**config.mk**
```make
export PLATFORM = sky130hd
export DESIGN_NAME = stock_keeper
export DESIGN_NICKNAME = d
export VERILOG_FILES = /design/src/rtl/stock_keeper_pkg.sv /design/src/rtl/stock_keeper_lane_counter.sv /design/src/rtl/stock_keeper.sv
export SDC_FILE = /design/constraint.sdc
export NUM_CORES = 1
export LEC_CHECK = 0
export ABC_AREA = 1
export BUFFER_PORTS_ARGS = -buffer_cell sky130_fd_sc_hd__buf_4
export CAP_MARGIN = 20
export CORE_ASPECT_RATIO = 1.25
export CORE_UTILIZATION = 57
export CTS_CLUSTER_SIZE = 28
export DETAILED_ROUTE_END_ITERATION = 16
export HOLD_SLACK_MARGIN = 0.05
export PLACE_DENSITY_LB_ADDON = 0.1
export SYNTH_ARGS = -nofsm -noshare
export SYNTH_HDL_FRONTEND = slang
export SYNTH_SLANG_ARGS = --single-unit
```
**constraint.sdc**
```tcl
create_clock -name clk -period 2.5 [get_ports clk]
set_input_delay 0.5 -clock clk [delete_from_list [all_inputs] [get_ports clk]]
set_output_delay 0.5 -clock clk [all_outputs]
set_load 0.005 [all_outputs]
```
**src/rtl/stock_keeper_pkg.sv**
```systemverilog
// Shared definitions for the vending-machine stock keeper: slot constants,
// refill FSM encoding and the stock_bus field offset helper.
package stock_keeper_pkg;

  localparam int         NUM_SLOTS = 7;
  localparam logic [2:0] SLOT_NONE = 3'd0;

  typedef enum logic [1:0] {
    IDLE = 2'd0,
    LOAD = 2'd1,
    DONE = 2'd2
  } refill_state_t;

  // Bit offset of a slot's field inside the packed stock bus
  function automatic int slot_offset(input int slot, input int cnt_w);
    return slot * cnt_w;
  endfunction

endpackage

```
**src/rtl/stock_keeper_lane_counter.sv**
```systemverilog
// Single goods-lane stock counter: saturates at MAX_STOCK on the way up and
// holds at zero on the way down.
module lane_counter #(
  parameter int CNT_W      = 4,
  parameter int MAX_STOCK  = 15,
  parameter int INIT_STOCK = 0
) (
  input  logic             clk,
  input  logic             rst_n,
  input  logic             inc,
  input  logic             dec,
  output logic [CNT_W-1:0] count,
  output logic             empty,
  output logic             full
);

  localparam logic [CNT_W-1:0] MAX_C  = CNT_W'(MAX_STOCK);
  localparam logic [CNT_W-1:0] INIT_C = CNT_W'(INIT_STOCK);
  localparam logic [CNT_W-1:0] ONE_C  = CNT_W'(1);

  // Simultaneous inc and dec cancel out
  always_ff @(posedge clk or negedge rst_n) begin
    if (!rst_n) begin
      count <= INIT_C;
    end else if (inc && !dec && (count != MAX_C)) begin
      count <= count + ONE_C;
    end else if (dec && !inc && (count != '0)) begin
      count <= count - ONE_C;
    end
  end

  assign empty = (count == '0);
  assign full  = (count == MAX_C);

endmodule

```
**src/rtl/stock_keeper.sv**
```systemverilog
// Per-slot inventory controller: edge-detects refill codes, runs the timed
// refill FSM and arbitrates sale requests against the lane counters.
module stock_keeper
  import stock_keeper_pkg::*;
#(
  parameter int MAX_STOCK  = 15,
  parameter int CNT_W      = 4,
  parameter int INIT_STOCK = 0,
  parameter int STEP_CYC   = 4
) (
  input  logic                 clk,
  input  logic                 rst_n,
  input  logic [2:0]           refill_slot,
  input  logic                 sale_req,
  input  logic [2:0]           sale_slot,
  output logic                 sale_ok,
  output logic                 sale_fail,
  output logic                 refill_busy,
  output logic                 refill_done,
  output logic [2:0]           refill_lane,
  output logic [8*CNT_W-1:0]   stock_bus,
  output logic [7:0]           empty_mask,
  output logic [7:0]           full_mask
);

  localparam int               STEP_W    = (STEP_CYC > 1) ? $clog2(STEP_CYC) : 1;
  localparam logic [STEP_W-1:0] STEP_LAST = STEP_W'(STEP_CYC - 1);
  localparam logic [STEP_W-1:0] STEP_ONE  = STEP_W'(1);
  localparam logic [CNT_W-1:0] MAX_C     = CNT_W'(MAX_STOCK);
  localparam logic [CNT_W-1:0] MAX_M1    = CNT_W'(MAX_STOCK - 1);

  refill_state_t     state_q, state_d;
  logic [2:0]        prev_slot;
  logic [2:0]        lane_q;
  logic [STEP_W-1:0] step_q;
  logic              trig;
  logic              step_last;
  logic              grant;

  logic [CNT_W-1:0]  lane_cnt [1:NUM_SLOTS];
  logic [CNT_W-1:0]  stock    [8];
  logic [NUM_SLOTS:1] lane_empty, lane_full;
  logic [NUM_SLOTS:1] inc_vec, dec_vec;

  assign trig      = (refill_slot != SLOT_NONE) && (refill_slot != prev_slot);
  assign step_last = (step_q == STEP_LAST);

  // Slot 0 always reads as zero stock so lookups by slot code need no guard
  always_comb begin
    stock[0] = '0;
    for (int i = 1; i <= NUM_SLOTS; i++) begin
      stock[i] = lane_cnt[i];
    end
  end

  assign grant = sale_req && (sale_slot != SLOT_NONE) && (stock[sale_slot] != '0) &&
                 !(refill_busy && (sale_slot == refill_lane));

  always_ff @(posedge clk or negedge rst_n) begin
    if (!rst_n) begin
      prev_slot <= SLOT_NONE;
    end else begin
      prev_slot <= refill_slot;
    end
  end

  always_ff @(posedge clk or negedge rst_n) begin
    if (!rst_n) begin
      state_q <= IDLE;
    end else begin
      state_q <= state_d;
    end
  end

  always_comb begin
    state_d = state_q;
    case (state_q)
      IDLE: begin
        if (trig) begin
          state_d = (stock[refill_slot] == MAX_C) ? DONE : LOAD;
        end
      end
      LOAD: begin
        if (step_last && (stock[lane_q] == MAX_M1)) begin
          state_d = DONE;
        end
      end
      DONE:    state_d = IDLE;
      default: state_d = IDLE;
    endcase
  end

  always_comb begin
    refill_busy = (state_q == LOAD);
    refill_done = (state_q == DONE);
    refill_lane = (state_q == LOAD) ? lane_q : SLOT_NONE;
  end

  // Triggers outside IDLE are deliberately ignored, so the lane only latches here
  always_ff @(posedge clk or negedge rst_n) begin
    if (!rst_n) begin
      lane_q <= SLOT_NONE;
    end else if ((state_q == IDLE) && trig) begin
      lane_q <= refill_slot;
    end
  end

  always_ff @(posedge clk or negedge rst_n) begin
    if (!rst_n) begin
      step_q <= '0;
    end else if (state_q == LOAD) begin
      step_q <= step_last ? '0 : (step_q + STEP_ONE);
    end else begin
      step_q <= '0;
    end
  end

  always_ff @(posedge clk or negedge rst_n) begin
    if (!rst_n) begin
      sale_ok   <= 1'b0;
      sale_fail <= 1'b0;
    end else begin
      sale_ok   <= grant;
      sale_fail <= sale_req && !grant;
    end
  end

  always_comb begin
    inc_vec = '0;
    dec_vec = '0;
    for (int i = 1; i <= NUM_SLOTS; i++) begin
      inc_vec[i] = (state_q == LOAD) && step_last && (lane_q == 3'(i));
      dec_vec[i] = grant && (sale_slot == 3'(i));
    end
  end

  for (genvar g = 1; g <= NUM_SLOTS; g++) begin : g_lane
    lane_counter #(
      .CNT_W      (CNT_W),
      .MAX_STOCK  (MAX_STOCK),
      .INIT_STOCK (INIT_STOCK)
    ) u_lane (
      .clk   (clk),
      .rst_n (rst_n),
      .inc   (inc_vec[g]),
      .dec   (dec_vec[g]),
      .count (lane_cnt[g]),
      .empty (lane_empty[g]),
      .full  (lane_full[g])
    );
  end

  always_comb begin
    stock_bus = '0;
    for (int i = 1; i <= NUM_SLOTS; i++) begin
      stock_bus[slot_offset(i, CNT_W) +: CNT_W] = lane_cnt[i];
    end
  end

  assign empty_mask = {lane_empty, 1'b0};
  assign full_mask  = {lane_full, 1'b0};

endmodule

```
==> reports/results.tsv, run 1 <==
metric	value	unit
GRT Resource Usage Total	27.4	%
die area	6520	µm²
Worst EP arrival	2.55	ns
final instance area	4080	µm²
Worst Setup SP	step_q[0]	
TritonCTS Buffers	5	
grt ovf	0	
Worst path slowest cell	nor3_4	
worst-case reg-to-reg path depth	11	
sequential element share of the synthesized area	28.3	%
r2r setup slk	0.19	ns
Chip Width	72.4	µm
detailed-route vias per instance	5.45	
status	finished, final reports clean	
length of routed met2 wiring	4520	µm
VDD IR max	0.601	mV
TritonCTS Sinks	40	
Yosys cell types	37	
WP buf/inv	1	
clock-pin slew on the worst setup and hold paths	0.09	ns
CTS tree	built	
WL per Instance	13.9	µm
vias in the first global route	3186	
YS warnings	0	
H-tree levels	2	
fin util	69.1	%
dpl cells	604	
PD cells	1090	nW/µm²
number of max-cap violations	0	
cell family with most CP delay	simple AND/OR/NAND/NOR gates	
Max clock buf depth	2	
total wire length	8510	µm
CP dominant cell by count	nand2_1	
crit-path max cell delay	0.37	ns
number of cells on the critical path	11	
Yosys top cell area share	28.3	%
Post-synth top flop	dfrtp_1	
Synth Register Bits	40	
routability congestion estimate	0.907	
worst setup path end	g_lane[1].u_lane.count[3]	
initial DRC count	181	
Tightest Pin Transition	0.530	ns
Synth area leaders	dfrtp_1 28%, nand2_1 15%, nand3_1 6.0%	
Setup CP Type	reg -> reg	
Synth async-reset ratio	100	%
synthesized netlist cell count	474	
antenna-violating nets left	0	
starting density of the core	59.9	%
ratio of cells with drive above 1 in the final layout	21.5	%
via count	3336	
Final Hold Viols	0	
Non-Filler Instances	612	
# IOs	64	
Mapped Area	3530	µm²
number of synthesized flops with an enable pin	0	
Initial DRT Pass Iterations	5	
PostCTS Resize Cnt	0	
minimum clock period	2.31	ns
area grow syn2layout	15.5	%
Inserted Diodes	0	
CTS Hold Bufs	0	
clock skew	0.0113	ns
met3 wire len	416	µm
Leak Pwr	2.14	nW
Met1 Routed Length	3380	µm
placed cell areas	3980	µm²
largest net degree at the start of global routing	41	
later-pin clock latency in the skew report	0.30	ns
DRC Markers	0	
Crit path required time	2.74	ns
R2R Path End	g_lane[1].u_lane.count[3]	
FMAX	432	MHz
Root Driver	clkbuf_8	
synth cell count leaders	138 x nand2_1, 46 x inv_1, 42 x nand3_1, 42 x nor2_1, 40 x dfrtp_1	
hold crit path type	in -> async	
highest routed layer	met4	
RSZ-0062 raised after global routing	false	
Fin Setup TNS	0	ns
Cell Rows	31	
Layout Nets	560	
area leader, netlist	dfrtp_1	
final slew viol count	0	
worst path cell trace	ha_1 > inv_1 > nor3_4 > nand3_2 > ha_1 > nand2_1 > nor2_1 > a211oi_1 > xor2_1 > nand2_1 > nand2_1	
postcts setup bufs	0	
initial antenna violation count	0	
Worst Setup End Kind	flip-flop	
period utilization	92.5	%
most common cell in the netlist	nand2_1	
first-pass GRT wire length	14100	µm
Rel. slew slack	64.7	%
syn_area_per_cell	7.45	µm²
CP startpoint kind	flip-flop	
Core ar.	5900	µm²
Die Ht	90.0	µm
DP HPWL	6670	µm
CP max FO	6	
R2R Path Start	step_q[0]	
final setup vio count	0	
number of buffer cells added on primary ports	57	
==> cells by family after synthesis <==
kind of cell             count (synthesis)  synth area share [%]
AO/OA/AOI/OAI                           42                  6.95
XOR/XNOR                                17                  4.22
buffers and inverters                   79                  10.6
AND/OR/NAND/NOR                        273                  40.5
adder cells (fa/ha/maj)                 22                  9.28
other                                    1                 0.106
flip-flops                              40                  28.3
==> worst register-to-register path, delay by kind of cell (launching register included) <==
family / cells / cell delay (ns)
adders and majority gates: 2 / 0.54
and+or+nand+nor: 6 / 0.79
buffers and inverters: 1 / 0.14
AOI/OAI and AO/OA: 1 / 0.25
DFF: 1 / 0.35
xor gates and xnor gates: 1 / 0.19
==> power by group <==
part	total, mW	leakage, nW	internal, mW	switching [mW]
Clock	0.456	0.0510	0.221	0.236
Combinational	2.59	1.59	1.17	1.42
Sequential	1.41	0.499	0.921	0.486
==> metrics by stage <==
stage,hold slack [ns],setup WS [ns],power [mW]
floorplan,0.204,0.378,3.05
global placement,0.422,0.295,3.92
detailed placement,0.429,0.222,4.01
CTS,0.191,0.199,4.48
global route,0.218,0.0214,4.87
finish,0.178,0.188,4.45
==> layer usage <==
metal / GRT usage (%) / vias to the layer above
met5: 0 / -
met4: 11.3 / 0
met3: 3.81 / 17
met2: 49.8 / 99
met1: 31.4 / 1580
li1: - / 1640
==> layout by cell type, fill, tap and decap left out, drive strengths merged, types with 2 or more instances in the layout <==
cell	netlist	final
xnor2	3	3
fa	7	7
dfrtp	40	40
conb	1	6
xor2	14	14
nor3	2	2
nor2	47	47
nand4	23	23
nand2	148	148
buf	22	66
inv	55	55
o21ai	20	20
clkinv	1	3
o211ai	3	3
a21oi	8	8
a22oi	2	2
nand3	50	50
ha	15	15
a211oi	7	7
clkbuf	1	6
==> flip-flops by register name (all words and copies together), names as in the netlist <==
signal and count:
sale_fail 1, state_q 2, g_lane.u_lane.count 28, prev_slot 3, step_q 2, lane_q 3, sale_ok 1
==> area by class of cell <==
class | instances | area [µm²]
clock inverters | 2 | 10.0
repair buffers | 66 | 495
multi-input cells | 360 | 2170
fillers | 527 | 1820
well taps | 82 | 103
inverters | 56 | 210
flip-flops and latches | 40 | 1000
clock buffers | 6 | 82.6
==> how the worst min path moves through the flow <==
stage	start	to	slack [ns]	cells past startpoint
5_1_grt	rst_n	g_lane[6].u_lane.count[3]	0.22	1
3_5_place_dp	step_q[0]	step_q[0]	0.43	1
3_3_place_gp	step_q[0]	step_q[0]	0.42	1
2_1_floorplan	rst_n	g_lane[1].u_lane.count[0]	0.20	0
6_report	rst_n	g_lane[6].u_lane.count[3]	0.18	1
4_1_cts	rst_n	g_lane[6].u_lane.count[3]	0.19	1
(Power assumes the default switching activity.)
==> run 2: changes to the inputs <==
--- a/config.mk
+++ b/config.mk
@@ -8,7 +8,7 @@
 export ABC_AREA = 1
 export BUFFER_PORTS_ARGS = -buffer_cell sky130_fd_sc_hd__buf_4
 export CAP_MARGIN = 20
-export CORE_ASPECT_RATIO = 1.25
+export CORE_ASPECT_RATIO = 0.6
 export CORE_UTILIZATION = 57
 export CTS_CLUSTER_SIZE = 28
 export DETAILED_ROUTE_END_ITERATION = 16
==> reports/results.tsv, run 2 (same netlist as run 1, synthesis figures left out) <==
metric	value	unit	change
status	finished, final reports clean		
Chip Width	104	µm	+43%
Biggest register	g_lane.u_lane.count		
Leak Pwr	2.17	nW	+1.3%
area grow syn2layout	16.7	%	
Int Pwr	2.31	mW	about the same
most frequent cells in the layout	138 x nand2_1, 73 x buf_4, 46 x inv_1		
Worst EP arrival	2.53	ns	-0.02 ns
Core ar.	5780	µm²	-2.0%
Worst Setup End Kind	flip-flop		
total wire length	9050	µm	+6.3%
Hold WS	0.168	ns	-0.00978 ns
first-pass GRT wire length	15600	µm	+10%
Setup CP Type	reg -> reg		
grt ovf	0		unchanged
Cell Rows	21		-32%
CP startpoint kind	flip-flop		
RSZ-0062 raised after global routing	false		
combinational share of power	60.1	%	+1.9 points
period utilization	91.6	%	-0.86 points
TritonCTS Buffers	5		unchanged
R2R Path Start	state_q[1]		
area of the multi-input gates	2180	µm²	+0.34%
largest net degree at the start of global routing	41		unchanged
GRT Resource Usage Total	30.4	%	+3.0 points
Rel. slew slack	65.8	%	+1.1 points
TritonCTS Sinks	40		unchanged
Crit path required time	2.74	ns	about the same
CTS Hold Bufs	0		unchanged
initial antenna violation count	0		unchanged
clock skew	0.00905	ns	-0.00230 ns
number of max-cap violations	0		unchanged
Fin Setup TNS	0	ns	unchanged
clock network power share	9.3	%	-0.9 points
DP HPWL	7100	µm	+6.5%
final slew viol count	0		unchanged
sw power	2.21	mW	+3.4%
Max clock buf depth	2		unchanged
Inserted Diodes	0		unchanged
R2R Path End	g_lane[2].u_lane.count[3]		
top flop regs	g_lane.u_lane.count (28), lane_q (3), prev_slot (3)		
PD cells	1100	nW/µm²	+0.57%
H-tree levels	2		unchanged
worst-case reg-to-reg path depth	13		+2
r2r setup slk	0.21	ns	+0.02 ns
Initial DRT Pass Iterations	5		unchanged
via count	3369		+0.99%
die area	6520	µm²	+0.13%
starting density of the core	61.1	%	+1.2 points
clock-pin slew on the worst setup and hold paths	0.07	ns	-0.02 ns
WL per Instance	14.7	µm	+5.6%
Tightest Pin Transition	0.513	ns	-0.0169 ns
detailed-route vias per instance	5.47		+0.33%
DRC Markers	0		unchanged
hold crit path type	in -> async		
Layout Nets	567		+1.3%
number of buffer cells added on primary ports	57		unchanged
commonest non-fill, non-tap cell in the layout	nand2_1		
Sw Share	48.9	%	+0.83 points
Root Driver	clkbuf_8		
vias in the first global route	3096		-2.8%
FMAX	437	MHz	+0.93%
share of power burned in registers	30.6	%	-1.0 points
antenna-violating nets left	0		unchanged
routability congestion estimate	0.933		+2.9%
register area	1000	µm²	unchanged
final setup vio count	0		unchanged
CP max FO	6		unchanged
CTS tree	built		
VDD IR max	0.552	mV	-8.2%
# IOs	64		unchanged
initial DRC count	326		+80%
Largest register FFs	28		unchanged
minimum clock period	2.29	ns	-0.0214 ns
filler instances	487		-7.6%
ratio of cells with drive above 1 in the final layout	22.2	%	+0.69 points
Final Hold Viols	0		unchanged
total power	4.53	mW	+1.6%
Die Ht	63.0	µm	-30%
later-pin clock latency in the skew report	0.30	ns	about the same
-- run 2: layout make-up --
| type | instances | area share (%) |
|---|---|---|
| multi-input combinational | 360 | 53.0 |
| sequential | 40 | 24.3 |
| timing repair buffer | 73 | 13.3 |
| clock inverter | 1 | 0.122 |
| clock buffer | 6 | 1.76 |
| tap | 80 | 2.43 |
| inverter | 56 | 5.10 |
-- run 2: layer usage --
metal / wire length [µm] / track usage [%]
met1: 4380 / 46.3
met2: 3760 / 44.1
met3: 848 / 5.63
met4: 66 / 7.07
met5: 0 / 0
-- run 2: worst max path at each step --
stage | start | endpoint | cells past startpoint
after floorplan | step_q[0] | g_lane[2].u_lane.count[3] | 11
final | state_q[1] | g_lane[2].u_lane.count[3] | 13
after global placement | step_q[0] | g_lane[3].u_lane.count[3] | 11
after global routing | state_q[0] | g_lane[4].u_lane.count[3] | 12
after CTS | step_q[0] | g_lane[3].u_lane.count[3] | 11
after detailed placement | step_q[0] | g_lane[3].u_lane.count[3] | 11
-- run 2: timing repair --
item | in CTS | in global routing
resized for setup | 0 | 1
setup endpoints to repair | 0 | 3
setup buffers | 0 | 5
-- run 2: per-stage QoR --
stage / cell area, µm² / util, % / cells / setup slack [ns]
floorplan: 3550 / - / 479 / 0.378
global placement: 4000 / 69.1 / 604 / 0.241
finish: 4120 / 71.3 / 616 / 0.209
global route: 4120 / 71.3 / 616 / 0.0352
detailed placement: 4000 / 69.1 / 604 / 0.0394
CTS: 4070 / 70.5 / 611 / 0.0149
-- run 2: worst max-delay path, stage by stage, from the launching register on --
cell,delay [ns]
dfrtp_1,0.42
inv_2,0.11
nand2_2,0.13
nor3_4,0.21
buf_4,0.17
buf_4,0.11
nand3_2,0.09
ha_1,0.35
nand2_1,0.08
nor2_1,0.04
a211oi_1,0.21
xor2_1,0.19
nand2_1,0.08
nand2_1,0.06
-- run 2: power groups by stage --
stage	Sequential [mW]	Clock [mW]	Combinational, mW
after floorplan	1.36	0	1.68
after global placement	1.37	0	2.60
after detailed placement	1.39	0	2.68
after CTS	1.38	0.425	2.69
after global routing	1.45	0.460	3.05
final	1.38	0.422	2.72
==> run 3: changes to the inputs <==
--- a/config.mk
+++ b/config.mk
@@ -9,7 +9,8 @@
 export BUFFER_PORTS_ARGS = -buffer_cell sky130_fd_sc_hd__buf_4
 export CAP_MARGIN = 20
 export CORE_ASPECT_RATIO = 0.6
-export CORE_UTILIZATION = 57
+export CORE_UTILIZATION = 58
+export CTS_BUF_LIST = sky130_fd_sc_hd__clkbuf_2
 export CTS_CLUSTER_SIZE = 28
 export DETAILED_ROUTE_END_ITERATION = 16
 export HOLD_SLACK_MARGIN = 0.05
==> reports/results.tsv, run 3 (same netlist as run 1, synthesis figures left out) <==
metric	value	unit	change
worst-case reg-to-reg path depth	13		unchanged
Root Driver	clkbuf_2		
cell family with most CP delay	simple AND/OR/NAND/NOR gates		
ratio of cells with drive above 1 in the final layout	22.6	%	+0.42 points
R2R Path Start	state_q[1]		
Max clock buf depth	2		unchanged
routability congestion estimate	0.941		+0.86%
R2R Path End	g_lane[2].u_lane.count[3]		
hold path startpoint	refill_slot[2]		
share of power burned in registers	29.2	%	-1.4 points
die area	6410	µm²	-1.7%
Worst Setup SP	state_q[1]		
CTS tree	built		
starting density of the core	61.6	%	+0.56 points
total wire length	9070	µm	+0.20%
antenna-violating nets left	0		unchanged
Crit path required time	2.89	ns	+0.15 ns
hold crit path type	in -> reg		
CP dominant cell by count	nand2_1		
DRC Markers	0		unchanged
detailed-route vias per instance	5.44		-0.55%
vias in the first global route	3125		+0.94%
TritonCTS Sinks	40		unchanged
H-tree levels	2		unchanged
Tightest Pin Transition	0.538	ns	+0.0257 ns
dpl ws	0.00651	ns	-0.0329 ns
later-pin clock latency in the skew report	0.44	ns	+0.14 ns
DP HPWL	6950	µm	-2.1%
period utilization	95.9	%	+4.2 points
placed cell areas	3980	µm²	-0.38%
combinational share of power	57.9	%	-2.2 points
r2r setup slk	0.10	ns	-0.11 ns
clock network power share	12.9	%	+3.6 points
largest net degree at the start of global routing	41		unchanged
commonest non-fill, non-tap cell in the layout	nand2_1		
grt ovf	0		unchanged
crit-path max cell delay	0.47	ns	+0.05 ns
top flop regs	g_lane.u_lane.count (28), lane_q (3), prev_slot (3)		
WL per Instance	14.7	µm	+0.36%
Hold EP	prev_slot[2]		
final slew viol count	0		unchanged
Largest register FFs	28		unchanged
sw power	2.24	mW	+1.1%
Rel. slew slack	64.1	%	-1.7 points
Biggest register	g_lane.u_lane.count		
Setup WS post-layout	0.103	ns	-0.106 ns
Cell Rows	21		unchanged
CP max FO	6		unchanged
Fin Setup TNS	0	ns	unchanged
final setup vio count	0		unchanged
minimum clock period	2.40	ns	+0.106 ns
area grow syn2layout	18.0	%	
Core ar.	5730	µm²	-0.91%
CP startpoint kind	flip-flop		
initial DRC count	264		-19%
final instance area	4170	µm²	+1.2%
Worst EP arrival	2.79	ns	+0.26 ns
number of buffer cells added on primary ports	57		unchanged
Int Pwr	2.50	mW	+8.0%
Chip Width	103	µm	-0.85%
Worst path slowest cell	dfrtp_1		
number of max-cap violations	0		unchanged
PD cells	1140	nW/µm²	+3.4%
WP buf/inv	3		unchanged
first-pass GRT wire length	15100	µm	-3.1%
Initial DRT Pass Iterations	5		unchanged
Die Ht	62.4	µm	-0.84%
VDD IR max	0.577	mV	+4.6%
clock skew	0.0284	ns	+0.0193 ns
Sw Share	47.3	%	-1.7 points
worst path cell trace	inv_2 > nand2_2 > nor3_4 > buf_4 > buf_4 > nand3_2 > ha_1 > nand2_1 > nor2_1 > a211oi_1 > xor2_1 > nand2_1 > nand2_1		
Final Hold Viols	0		unchanged
via count	3345		-0.71%
status	finished, final reports clean		
Inserted Diodes	0		unchanged
# IOs	64		unchanged
most frequent cells in the layout	138 x nand2_1, 70 x buf_4, 45 x inv_1		
clock-pin slew on the worst setup and hold paths	0.25	ns	+0.18 ns
GRT Resource Usage Total	30.3	%	-0.079 points
TritonCTS Buffers	5		unchanged
Worst Setup End Kind	flip-flop		
initial antenna violation count	0		unchanged
hold path depth	1		
Setup CP Type	reg -> reg		
Layout Nets	565		-0.35%
FMAX	417	MHz	-4.4%
Leak Pwr	2.18	nW	+0.49%
[run 3: area by class of cell]
type                       instances  area, µm²
multi-input combinational        360       2200
clock buffer                       5       25.0
sequential                        40       1000
clock inverter                     3       90.1
timing repair buffer              71        536
inverter                          56        210
fill                             473       1560
tap                               80        100
[run 3: how the worst max path moves through the flow]
| stage | end | slack [ns] | cells past startpoint |
|---|---|---|---|
| 4_1_cts | g_lane[3].u_lane.count[3] | 0.12 | 11 |
| 3_3_place_gp | g_lane[3].u_lane.count[3] | 0.24 | 11 |
| 3_5_place_dp | g_lane[3].u_lane.count[3] | 0.007 | 11 |
| 6_report | g_lane[2].u_lane.count[3] | 0.10 | 13 |
| 5_1_grt | g_lane[2].u_lane.count[3] | -0.006 | 13 |
| 2_1_floorplan | g_lane[2].u_lane.count[3] | 0.38 | 11 |
[run 3: per-layer routing]
layer / vias up / global-route usage [%] / wire length [µm]
li1: 1643 / - / -
met1: 1547 / 46.1 / 4420
met2: 144 / 44.5 / 3830
met3: 11 / 6.15 / 755
met4: 0 / 5.99 / 68
met5: - / 0 / 0
[run 3: power groups by stage]
stage	Combinational [mW]	Sequential, mW	Clock (mW)
after floorplan	1.68	1.36	0
after global placement	2.58	1.37	0
after global routing	3.08	1.43	0.641
after detailed placement	2.68	1.38	0
final	2.74	1.38	0.611
after CTS	2.69	1.36	0.613
[run 3: stage by stage]
stage | hold WS (ns) | total power [mW] | std cells | utilization (%)
6_report | 0.204 | 4.73 | 615 | 72.7
5_1_grt | 0.175 | 5.15 | 615 | 72.7
4_1_cts | 0.204 | 4.67 | 613 | 72.0
3_5_place_dp | 0.435 | 4.06 | 602 | 69.5
3_3_place_gp | 0.422 | 3.95 | 602 | 69.5
2_1_floorplan | 0.204 | 3.05 | 479 | -
[run 3: worst reg2reg max path: cells and delay by family, from the launching register on]
kind | cells | cell delay (ns)
AOI/OAI and AO/OA | 1 | 0.23
xor gates and xnor gates | 1 | 0.18
adders and majority gates | 1 | 0.35
and+or+nand+nor | 7 | 0.73
buffers and inverters | 3 | 0.39
DFF | 1 | 0.47
[run 3: what timing repair did]
action	in CTS	in global routing
setup endpoints to repair	1	2
endpoints found under the hold margin	40	0
hold buffers	1	0
pin swaps	1	1
gates resized for setup	0	5
buffers inserted	2	2
